$ cat src/rtl/quad_encoder_gen_pkg.sv
`default_nettype none
// ============================================================================
//  Module      : quad_encoder_gen_pkg
//  Description : Shared quadrature state encoding, direction constants and
//                the one-step sequence function.
//  Revision    : 1.0 - initial release
// ============================================================================
package quad_encoder_gen_pkg;

    // Quadrature state encoded as {a, b}.
    typedef enum logic [1:0] {
        QS_00 = 2'b00,
        QS_01 = 2'b01,
        QS_11 = 2'b11,
        QS_10 = 2'b10
    } quad_state_t;

    localparam logic DIR_CW  = 1'b0;
    localparam logic DIR_CCW = 1'b1;

    // Forward: 00 -> 10 -> 11 -> 01 -> 00 (A rises while B is low).
    // Reverse walks the same ring backwards, so a reversal never skips a state.
    function automatic quad_state_t next_quad(input quad_state_t state,
                                              input logic        dir);
        quad_state_t nxt;
        nxt = state;
        if (dir == DIR_CW) begin
            case (state)
                QS_00:   nxt = QS_10;
                QS_10:   nxt = QS_11;
                QS_11:   nxt = QS_01;
                default: nxt = QS_00;
            endcase
        end else begin
            case (state)
                QS_00:   nxt = QS_01;
                QS_01:   nxt = QS_11;
                QS_11:   nxt = QS_10;
                default: nxt = QS_00;
            endcase
        end
        return nxt;
    endfunction

endpackage
`default_nettype wire

$ cat src/rtl/quad_encoder_gen_if.sv
`default_nettype none
// ============================================================================
//  Module      : quad_encoder_gen_if
//  Description : Control and encoder-output bundle of the quadrature
//                generator. The master drives settings; the slave is the
//                generator itself.
//  Revision    : 1.0 - initial release
// ============================================================================
interface quad_encoder_gen_if #(
    parameter int DIV_W = 16,
    parameter int POS_W = 16
);
    logic             en;
    logic             load;
    logic [DIV_W-1:0] step_div;
    logic             dir;
    logic             a;
    logic             b;
    logic             idx;
    logic [POS_W-1:0] position;

    modport master (
        output en, load, step_div, dir,
        input  a, b, idx, position
    );

    modport slave (
        input  en, load, step_div, dir,
        output a, b, idx, position
    );
endinterface
`default_nettype wire

$ cat src/rtl/quad_step_timer.sv
`default_nettype none
// ============================================================================
//  Module      : quad_step_timer
//  Description : Step-period divider with shadow/active settings. New settings
//                wait in the shadow registers until a safe transfer point
//                (terminal count, disabled, or stopped).
//  Revision    : 1.0 - initial release
// ============================================================================
module quad_step_timer #(
    parameter int DIV_W = 16
) (
    input  wire logic             cclk,
    input  wire logic             rstb,
    input  wire logic             en_i,
    input  wire logic             load_i,
    input  wire logic [DIV_W-1:0] step_div_i,
    input  wire logic             dir_i,
    output logic                  step_pulse_o,
    output logic                  active_dir_o
);

    logic [DIV_W-1:0] shadow_div_q, shadow_div_d;
    logic             shadow_dir_q, shadow_dir_d;
    logic             pending_q,    pending_d;
    logic [DIV_W-1:0] active_div_q, active_div_d;
    logic             active_dir_q, active_dir_d;
    logic [DIV_W-1:0] timer_q,      timer_d;
    logic             step;
    logic             pend_now;
    logic             running;

    // Next-state: a load in the same cycle as a transfer point is forwarded,
    // so the current step still uses the old settings and the new ones take
    // effect from the very next cycle.
    always_comb begin
        shadow_div_d = load_i ? step_div_i : shadow_div_q;
        shadow_dir_d = load_i ? dir_i      : shadow_dir_q;
        pend_now     = pending_q | load_i;
        running      = en_i && (active_div_q != '0);
        step         = running && (timer_q == active_div_q - DIV_W'(1));

        active_div_d = active_div_q;
        active_dir_d = active_dir_q;
        pending_d    = pend_now;
        timer_d      = timer_q;

        if (step) begin
            timer_d = '0;
        end else if (running) begin
            timer_d = timer_q + DIV_W'(1);
        end

        if (pend_now && (step || !en_i || (active_div_q == '0))) begin
            active_div_d = shadow_div_d;
            active_dir_d = shadow_dir_d;
            pending_d    = 1'b0;
            timer_d      = '0;
        end
    end

    // Settings and divider registers.
    always_ff @(posedge cclk or negedge rstb) begin
        if (!rstb) begin
            shadow_div_q <= '0;
            shadow_dir_q <= 1'b0;
            pending_q    <= 1'b0;
            active_div_q <= '0;
            active_dir_q <= 1'b0;
            timer_q      <= '0;
        end else begin
            shadow_div_q <= shadow_div_d;
            shadow_dir_q <= shadow_dir_d;
            pending_q    <= pending_d;
            active_div_q <= active_div_d;
            active_dir_q <= active_dir_d;
            timer_q      <= timer_d;
        end
    end

    assign step_pulse_o = step;
    assign active_dir_o = active_dir_q;

endmodule
`default_nettype wire

$ cat src/rtl/quad_encoder_gen.sv
`default_nettype none
// ============================================================================
//  Module      : quad_encoder_gen
//  Description : Quadrature A/B encoder emulator with programmable edge rate
//                and direction, signed edge position and once-per-revolution
//                index output.
//  Revision    : 1.0 - initial release
// ============================================================================
module quad_encoder_gen
    import quad_encoder_gen_pkg::*;
#(
    parameter int DIV_W     = 16,
    parameter int POS_W     = 16,
    parameter int CPR_EDGES = 48
) (
    input  wire logic            cclk,
    input  wire logic            rstb,
    quad_encoder_gen_if.slave    bus
);

    localparam int REV_W = (CPR_EDGES > 1) ? $clog2(CPR_EDGES) : 1;
    localparam logic [REV_W-1:0] REV_MAX = REV_W'(CPR_EDGES - 1);

    logic        step_pulse;
    logic        active_dir;

    quad_state_t      state_q,    state_d;
    logic [POS_W-1:0] position_q, position_d;
    logic [REV_W-1:0] rev_edge_q, rev_edge_d;
    logic             idx_q,      idx_d;

    quad_step_timer #(
        .DIV_W (DIV_W)
    ) u_timer (
        .cclk         (cclk),
        .rstb         (rstb),
        .en_i         (bus.en),
        .load_i       (bus.load),
        .step_div_i   (bus.step_div),
        .dir_i        (bus.dir),
        .step_pulse_o (step_pulse),
        .active_dir_o (active_dir)
    );

    // Next-state: advance quadrature state, position and revolution edge on
    // each step; idx is precomputed so it lines up with the registered edge.
    always_comb begin
        state_d    = state_q;
        position_d = position_q;
        rev_edge_d = rev_edge_q;
        if (step_pulse) begin
            state_d = next_quad(state_q, active_dir);
            if (active_dir == DIR_CW) begin
                position_d = position_q + POS_W'(1);
                rev_edge_d = (rev_edge_q == REV_MAX) ? '0 : rev_edge_q + REV_W'(1);
            end else begin
                position_d = position_q - POS_W'(1);
                rev_edge_d = (rev_edge_q == '0) ? REV_MAX : rev_edge_q - REV_W'(1);
            end
        end
        idx_d = (rev_edge_d == '0);
    end

    // Output-facing registers; a/b come straight from flops so they never glitch.
    always_ff @(posedge cclk or negedge rstb) begin
        if (!rstb) begin
            state_q    <= QS_00;
            position_q <= '0;
            rev_edge_q <= '0;
            idx_q      <= 1'b1;
        end else begin
            state_q    <= state_d;
            position_q <= position_d;
            rev_edge_q <= rev_edge_d;
            idx_q      <= idx_d;
        end
    end

    assign bus.a        = state_q[1];
    assign bus.b        = state_q[0];
    assign bus.idx      = idx_q;
    assign bus.position = position_q;

endmodule
`default_nettype wire

$ cat src/flat_wrapper.sv
// flat-port wrapper written by rule: the top's interface ports become plain ports
module quad_encoder_gen_flat import quad_encoder_gen_pkg::*;
#(
    parameter int DIV_W     = 16,
    parameter int POS_W     = 16,
    parameter int CPR_EDGES = 48
)
  (cclk, rstb, bus_en, bus_load, bus_step_div, bus_dir, bus_a, bus_b, bus_idx, bus_position);
  quad_encoder_gen_if #(.DIV_W(DIV_W), .POS_W(POS_W)) bus_i ();
  input  wire logic cclk;
  input  wire logic rstb;
  input wire logic [$bits(bus_i.en)-1:0] bus_en;
  input wire logic [$bits(bus_i.load)-1:0] bus_load;
  input wire logic [$bits(bus_i.step_div)-1:0] bus_step_div;
  input wire logic [$bits(bus_i.dir)-1:0] bus_dir;
  output wire logic [$bits(bus_i.a)-1:0] bus_a;
  output wire logic [$bits(bus_i.b)-1:0] bus_b;
  output wire logic [$bits(bus_i.idx)-1:0] bus_idx;
  output wire logic [$bits(bus_i.position)-1:0] bus_position;
  assign bus_i.en = bus_en;
  assign bus_i.load = bus_load;
  assign bus_i.step_div = bus_step_div;
  assign bus_i.dir = bus_dir;
  assign bus_a = bus_i.a;
  assign bus_b = bus_i.b;
  assign bus_idx = bus_i.idx;
  assign bus_position = bus_i.position;
  quad_encoder_gen #(.DIV_W(DIV_W), .POS_W(POS_W), .CPR_EDGES(CPR_EDGES)) u_core (.cclk(cclk), .rstb(rstb), .bus(bus_i));
endmodule
$ cat config.mk
export PLATFORM = sky130hd
export DESIGN_NAME = quad_encoder_gen_flat
export DESIGN_NICKNAME = d
export VERILOG_FILES = /design/src/rtl/quad_encoder_gen_pkg.sv /design/src/rtl/quad_encoder_gen_if.sv /design/src/rtl/quad_step_timer.sv /design/src/rtl/quad_encoder_gen.sv /design/src/flat_wrapper.sv
export SDC_FILE = /design/constraint.sdc
export NUM_CORES = 1
export LEC_CHECK = 0
export CAP_MARGIN = 40
export CORE_UTILIZATION = 53
export DETAILED_ROUTE_END_ITERATION = 10
export MAX_ROUTING_LAYER = met4
export PLACE_DENSITY = 0.75
export SYNTH_ARGS = -nofsm -noshare
export SYNTH_HDL_FRONTEND = slang
export SYNTH_HIERARCHICAL = 1
export SYNTH_SLANG_ARGS = --single-unit
$ cat constraint.sdc
create_clock -name cclk -period 3.5 [get_ports cclk]
set_clock_uncertainty 0.2 [all_clocks]
set_input_delay 0.525 -clock cclk [delete_from_list [all_inputs] [get_ports cclk]]
set_output_delay 0.525 -clock cclk [all_outputs]
set_load 0.02 [all_outputs]
* After elaboration in Yosys (flattened, before gate mapping)
Index checks and enable logic that the tools add are counted.
** Storage, ports and cells
- Register bits :: 76
- Bits of input ports :: 21
- Output and inout port bits :: 19
- Logic and storage cells :: 48
** Cells by class
- $add $sub $neg :: 6
- Equality and inequality tests :: 5
- Multiplexer cells :: 14
- Bitwise gates (word level) :: 1
- Reductions and logical operators :: 12
** Operators by type and width (number)
- $mux 16 :: 5
- $add 16x1->16 const B :: 2
- $sub 16x1->16 const B :: 2
- $mux 6 :: 4
- $eq 16x16->1 :: 1
- $logic_not 16->1 :: 1
- $reduce_bool 16->1 :: 1
- $logic_not 6->1 :: 2
- $pmux 2 s3 :: 2
- $add 6x1->6 const B :: 1
- $eq 6x6->1 const B :: 1
- $sub 6x1->6 const B :: 1
- $eq 2x2->1 const B :: 2
- $logic_and 1x1->1 :: 3
- $reduce_bool 3->1 :: 1
- $eq 2x1->1 const B :: 1
- $logic_not 2->1 :: 1
- $logic_or 1x1->1 :: 2
- $mux 1 :: 2
- $mux 2 :: 1
- $logic_not 1->1 :: 1
- $or 1x1->1 :: 1

* Logic depth before layout (Yosys ltp)
- Depth after elaboration :: 7
- Mapped depth :: 14
- Gate-level depth less buffers :: 14

* Hierarchy
Netlist, hierarchy kept.
** By module, submodules not included
- quad_step_timer :: instances 1, cells an instance 284, area an instance 2901.5 um2, seq. area each 1276.2 um2
- quad_encoder_gen :: instances 1, cells an instance 202, area an instance 1960.6 um2, seq. area each 626.9 um2

* Least setup slack after synthesis
No wires, ideal clock.
- Path kind :: register to register
- From :: reg u_core.u_timer.active_div_q[5]
- To :: reg u_core.idx_q, in the netlist u_core/bus.idx
- Library setup time :: 90 ps
- Arrival :: 3114 ps
- Data required time :: 3210 ps
- Slack :: 96 ps
- Stages on the path, launching flop included :: 14
- Buffers on the path :: 2
- Period minus slack after synthesis :: 3404 ps
- Cells stage by stage :: dfrtp_1 > or4_1 > buf_2 > nor4b_2 > nand2_1 > o21a_1 > buf_2 > and4b_1 > nor2b_1 > nor3b_1 > a21oi_1 > o221ai_1 > or3_1 > nor4_2
** On the way
- Word-level cells in the longest chain between the ends :: 5
- Elaborated cells on any way between the ends :: 7
- Those cells by class :: add/sub: 1; eq/ne: 1; mux: 1; reduce/logical: 4
** RTL lines
- start, declared :: RTL line quad_step_timer.sv:25 : logic [DIV_W-1:0] active_div_q, active_div_d;
- start signal, assigned :: RTL line quad_step_timer.sv:74 : active_div_q <= active_div_d;
- $sub 16x1->16 / $reduce_bool 16->1 (equally long branches) :: RTL line quad_step_timer.sv:40, quad_step_timer.sv:39
- $eq 16x16->1 / $logic_and 1x1->1 (equally long branches) :: RTL line quad_step_timer.sv:40, quad_step_timer.sv:39
- $logic_and 1x1->1 * :: RTL line quad_step_timer.sv:40 : step = running && (timer_q == active_div_q - DIV_W'(1));
- net u_core.step_pulse :: RTL line quad_encoder_gen.sv:24 : logic step_pulse;
- $mux 6 * :: RTL line quad_encoder_gen.sv:51 : if (step_pulse) begin
- net u_core.rev_edge_d[4] :: RTL line quad_encoder_gen.sv:29 : logic [REV_W-1:0] rev_edge_q, rev_edge_d;
- $logic_not 6->1 * :: RTL line quad_encoder_gen.sv:61 : idx_d = (rev_edge_d == '0);
- net u_core.idx_d :: RTL line quad_encoder_gen.sv:30 : logic idx_q, idx_d;
- end signal, assigned :: RTL line quad_encoder_gen.sv:75 : idx_q <= idx_d;
- end, declared :: RTL line quad_encoder_gen.sv:30
Mark *: on every way through the listed nets, which the timed path passes. The rest lies on a longest branch.
A chain may end at the register's enable or synchronous reset.

* Worst setup path after layout
- From :: reg u_core.u_timer.active_div_q[0]
- To :: reg u_core.idx_q, in the netlist u_core/bus.idx
Same word-level chain as after synthesis.

==> metrics.cfg <==
[synth]
synthTopCellsByArea=dfrtp_1 (39%), mux2_2 (6.0%), ha_1 (5.1%)
yosysWarnings=6
synth_nets=528
yosys_register_bits=76
synth_most_common_cell=dfrtp_1
synth_common_cells=dfrtp_1 (75), nand2_1 (32), mux2_2 (26), xnor2_1 (25), inv_1 (21)
synth_cells=486
synth_edf_count=0
ys.flop_type=dfrtp_1
ys_types=75
synth_top_area_share_pct=38.60
yosys.area.top_type=dfrtp_1
synth_area_um2=4862
ys_seq_area_share_pct=39.14
avgSynthCellArea_um2=10.00
async_reset_ff_share_pct=100.0

[floorplanning]
io_pins=40
rows=34
initial_core_util_pct=55.21
dieArea_um2=9561
fp.coreArea_um2=8806
dieHeight_um=97.78
die-width_um=97.78

[min_path]
hold_class=flop to flop

[critical_path]
required_ns=3.56
reg2regPathDepth=14
cp-endpoint=u_core/bus.idx
setup.worst_path.start=u_core/u_timer/active_div_q[0]
timing.rr.end=u_core/bus.idx
r2r_setup_slack_ns=0.03
r2r_start=u_core/u_timer/active_div_q[0]
worst-path-max-fanout=6
critPathCaptureType=flop
arrival_ns=3.53
start_kind=flop
crit_type=flop to flop

[sta]
setup_viol_count_final=0
hold_viol=0
drv_slew=0
tns_ns=0
rsz0062_at_grt=yes
max_freq_ghz=0.2885
relSlewSlack_pct=53.25
fin_crit_ns=3.466
timing.final.crit_share_pct=99.03
whs_ns=0.2690
worst_pin_slew_ns=0.6940

[detailed_routing]
detail-route-antenna-nets=0
route.detailed.drc=6
wl_um=10990
drt_iter0_drc=183
via_count=3933
first_pass_iters=9
route.detailed.wl_per_inst_um=16.76
vias_per_cell=5.995

[grt]
use_met3_pct=3.865
grt_max_degree=67
antenna_found_initial=0
use_met1_pct=31.45
met2_usage_pct=42.61
grt_pass1_wl_um=18940
overflow=0
grt-busiest-layer=met2
track_usage_pct=25.57
grt_pass1_vias=3933

[clock_network]
path_clk_slew_ns=0.08
clock_latency_ns=0.35
htree_num_levels=3
cts_buffer_depth=2
clockRootBuffer=clkbuf_8
cts_tree=yes
cts_sinks=76
cts_inserted_buffers=9

[final_layout]
syn2layout_area_growth_pct=19.76
nets=585
insertedDiodeCount=0
drive_above_1_share_pct=19.71

[run_status]
violations=DRC
status=finished with violations

[place]
port_buffers=39
gp_congestion=0.9436
dp_hpwl_um=7944

[run]
max_cap_violations=0

[power_and_ir_drop]
p_leak_nw=2.417
ir_drop_mv=0.2435
powerDensity_nw_per_um2=407.7

==> metrics by stage <==
step                power (mW)  utilization [%]  instance area (um^2)  instances  worst slack [ns]
CTS                      2.367            64.85                  5710        654           0.01902
finish                   2.374            66.13                  5823        656           0.03382
global placement         1.581            61.71                  5434        634            0.1325
detailed placement       1.606            62.02                  5461        635          0.002188
global route             2.510            66.13                  5823        656           -0.1023
floorplan                1.415                -                  4862        486           0.09556
==> cell usage in the layout (no fill, tap or decap), drive strengths merged, types with 5 or more instances in the layout <==
cell type and n:
ha 20, nand4 5, a211oi 7, xnor2 25, o22ai 8, a31oi 13, nor3 22, clkbuf 9
mux2 44, nor2 20, a21oi 17, xor2 11, nand2 32, dfrtp 75, buf 29, nor4 5
o21ai 27, o21bai 5, and3 8, inv 23, clkdlybuf4s50 38, nand3 20
==> cells by family (layout without fill, tap and decap cells) <==
| family | after synthesis | after routing | synth area share, % |
|---|---|---|---|
| xor gates and xnor gates | 36 | 36 | 6.485 |
| and+or+nand+nor | 149 | 149 | 17.40 |
| AOI/OAI and AO/OA | 113 | 113 | 16.29 |
| DFF | 76 | 76 | 39.14 |
| adders and majority gates | 21 | 21 | 5.558 |
| muxes | 47 | 47 | 10.89 |
| buffers and inverters | 44 | 106 | 4.246 |
==> power by group <==
| group | switching [mW] | total, mW | internal (mW) |
|---|---|---|---|
| sequential | 0.0837 | 1.03 | 0.943 |
| clock | 0.343 | 0.748 | 0.405 |
| combinational | 0.309 | 0.599 | 0.290 |
| total | 0.736 | 2.37 | 1.64 |
==> critical path: stages, from the launching register on <==
cell       delay (ns)
dfrtp_1          0.43
inv_2            0.10
ha_4             0.14
or4b_4           0.50
nor3_4           0.18
xnor2_1          0.15
o2111ai_2        0.18
a211oi_2         0.24
and4b_2          0.35
buf_6            0.12
nand3_1          0.07
o21ai_1          0.12
a31oi_2          0.12
or3_1            0.34
nor4_2           0.13
==> repair_timing <==
action	4_1_cts	5_1_grt
pin swaps	1	11
gates resized for setup	1	20
hold buffers	1	0
setup buffers	2	2
endpoints found under the setup margin	1	4
endpoints found under the hold margin	10	0
==> final cells by class <==
| type | instances | area [um^2] |
|---|---|---|
| clock buffer | 9 | 123.9 |
| sequential | 76 | 1903 |
| tap | 108 | 135.1 |
| inverter | 22 | 82.58 |
| timing repair buffer | 68 | 635.6 |
| clock inverter | 7 | 98.84 |
| fill | 701 | 2983 |
| multi-input combinational | 366 | 2844 |
==> routing by layer <==
| metal | vias up | wire (um) |
|---|---|---|
| li1 | 1909 | - |
| met1 | 1902 | 4818 |
| met2 | 105 | 5516 |
| met3 | 17 | 442 |
| met4 | 0 | 216 |
| met5 | - | 0 |
==> how the worst min path moves through the flow <==
| stage | from | to | slack, ns | cells after the start |
|---|---|---|---|---|
| final | u_core/bus.position[15] | u_core/bus.position[15] | 0.27 | 1 |
| after global routing | u_core/u_timer/shadow_div_q[4] | u_core/u_timer/shadow_div_q[4] | 0.31 | 1 |
| after CTS | u_core/bus.position[15] | u_core/bus.position[15] | 0.27 | 1 |
| after detailed placement | rstb | u_core/bus.position[11] | 0.18 | 1 |
| after global placement | u_core/bus.position[15] | u_core/bus.position[15] | 0.25 | 1 |
| after floorplan | rstb | u_core/bus.position[0] | 0.03 | 0 |
==> registers in the layout, indices dropped and copies added, names as in the netlist <==
name,cells
u_core/state_q,2
u_core/u_timer/active_dir_o,1
u_core/rev_edge_q,6
u_core/u_timer/timer_q,16
u_core/u_timer/shadow_dir_q,1
u_core/u_timer/active_div_q,16
u_core/bus.position,16
u_core/u_timer/pending_q,1
u_core/u_timer/shadow_div_q,16
u_core/bus.idx,1
Note: power is estimated with default switching activity, not from simulation.
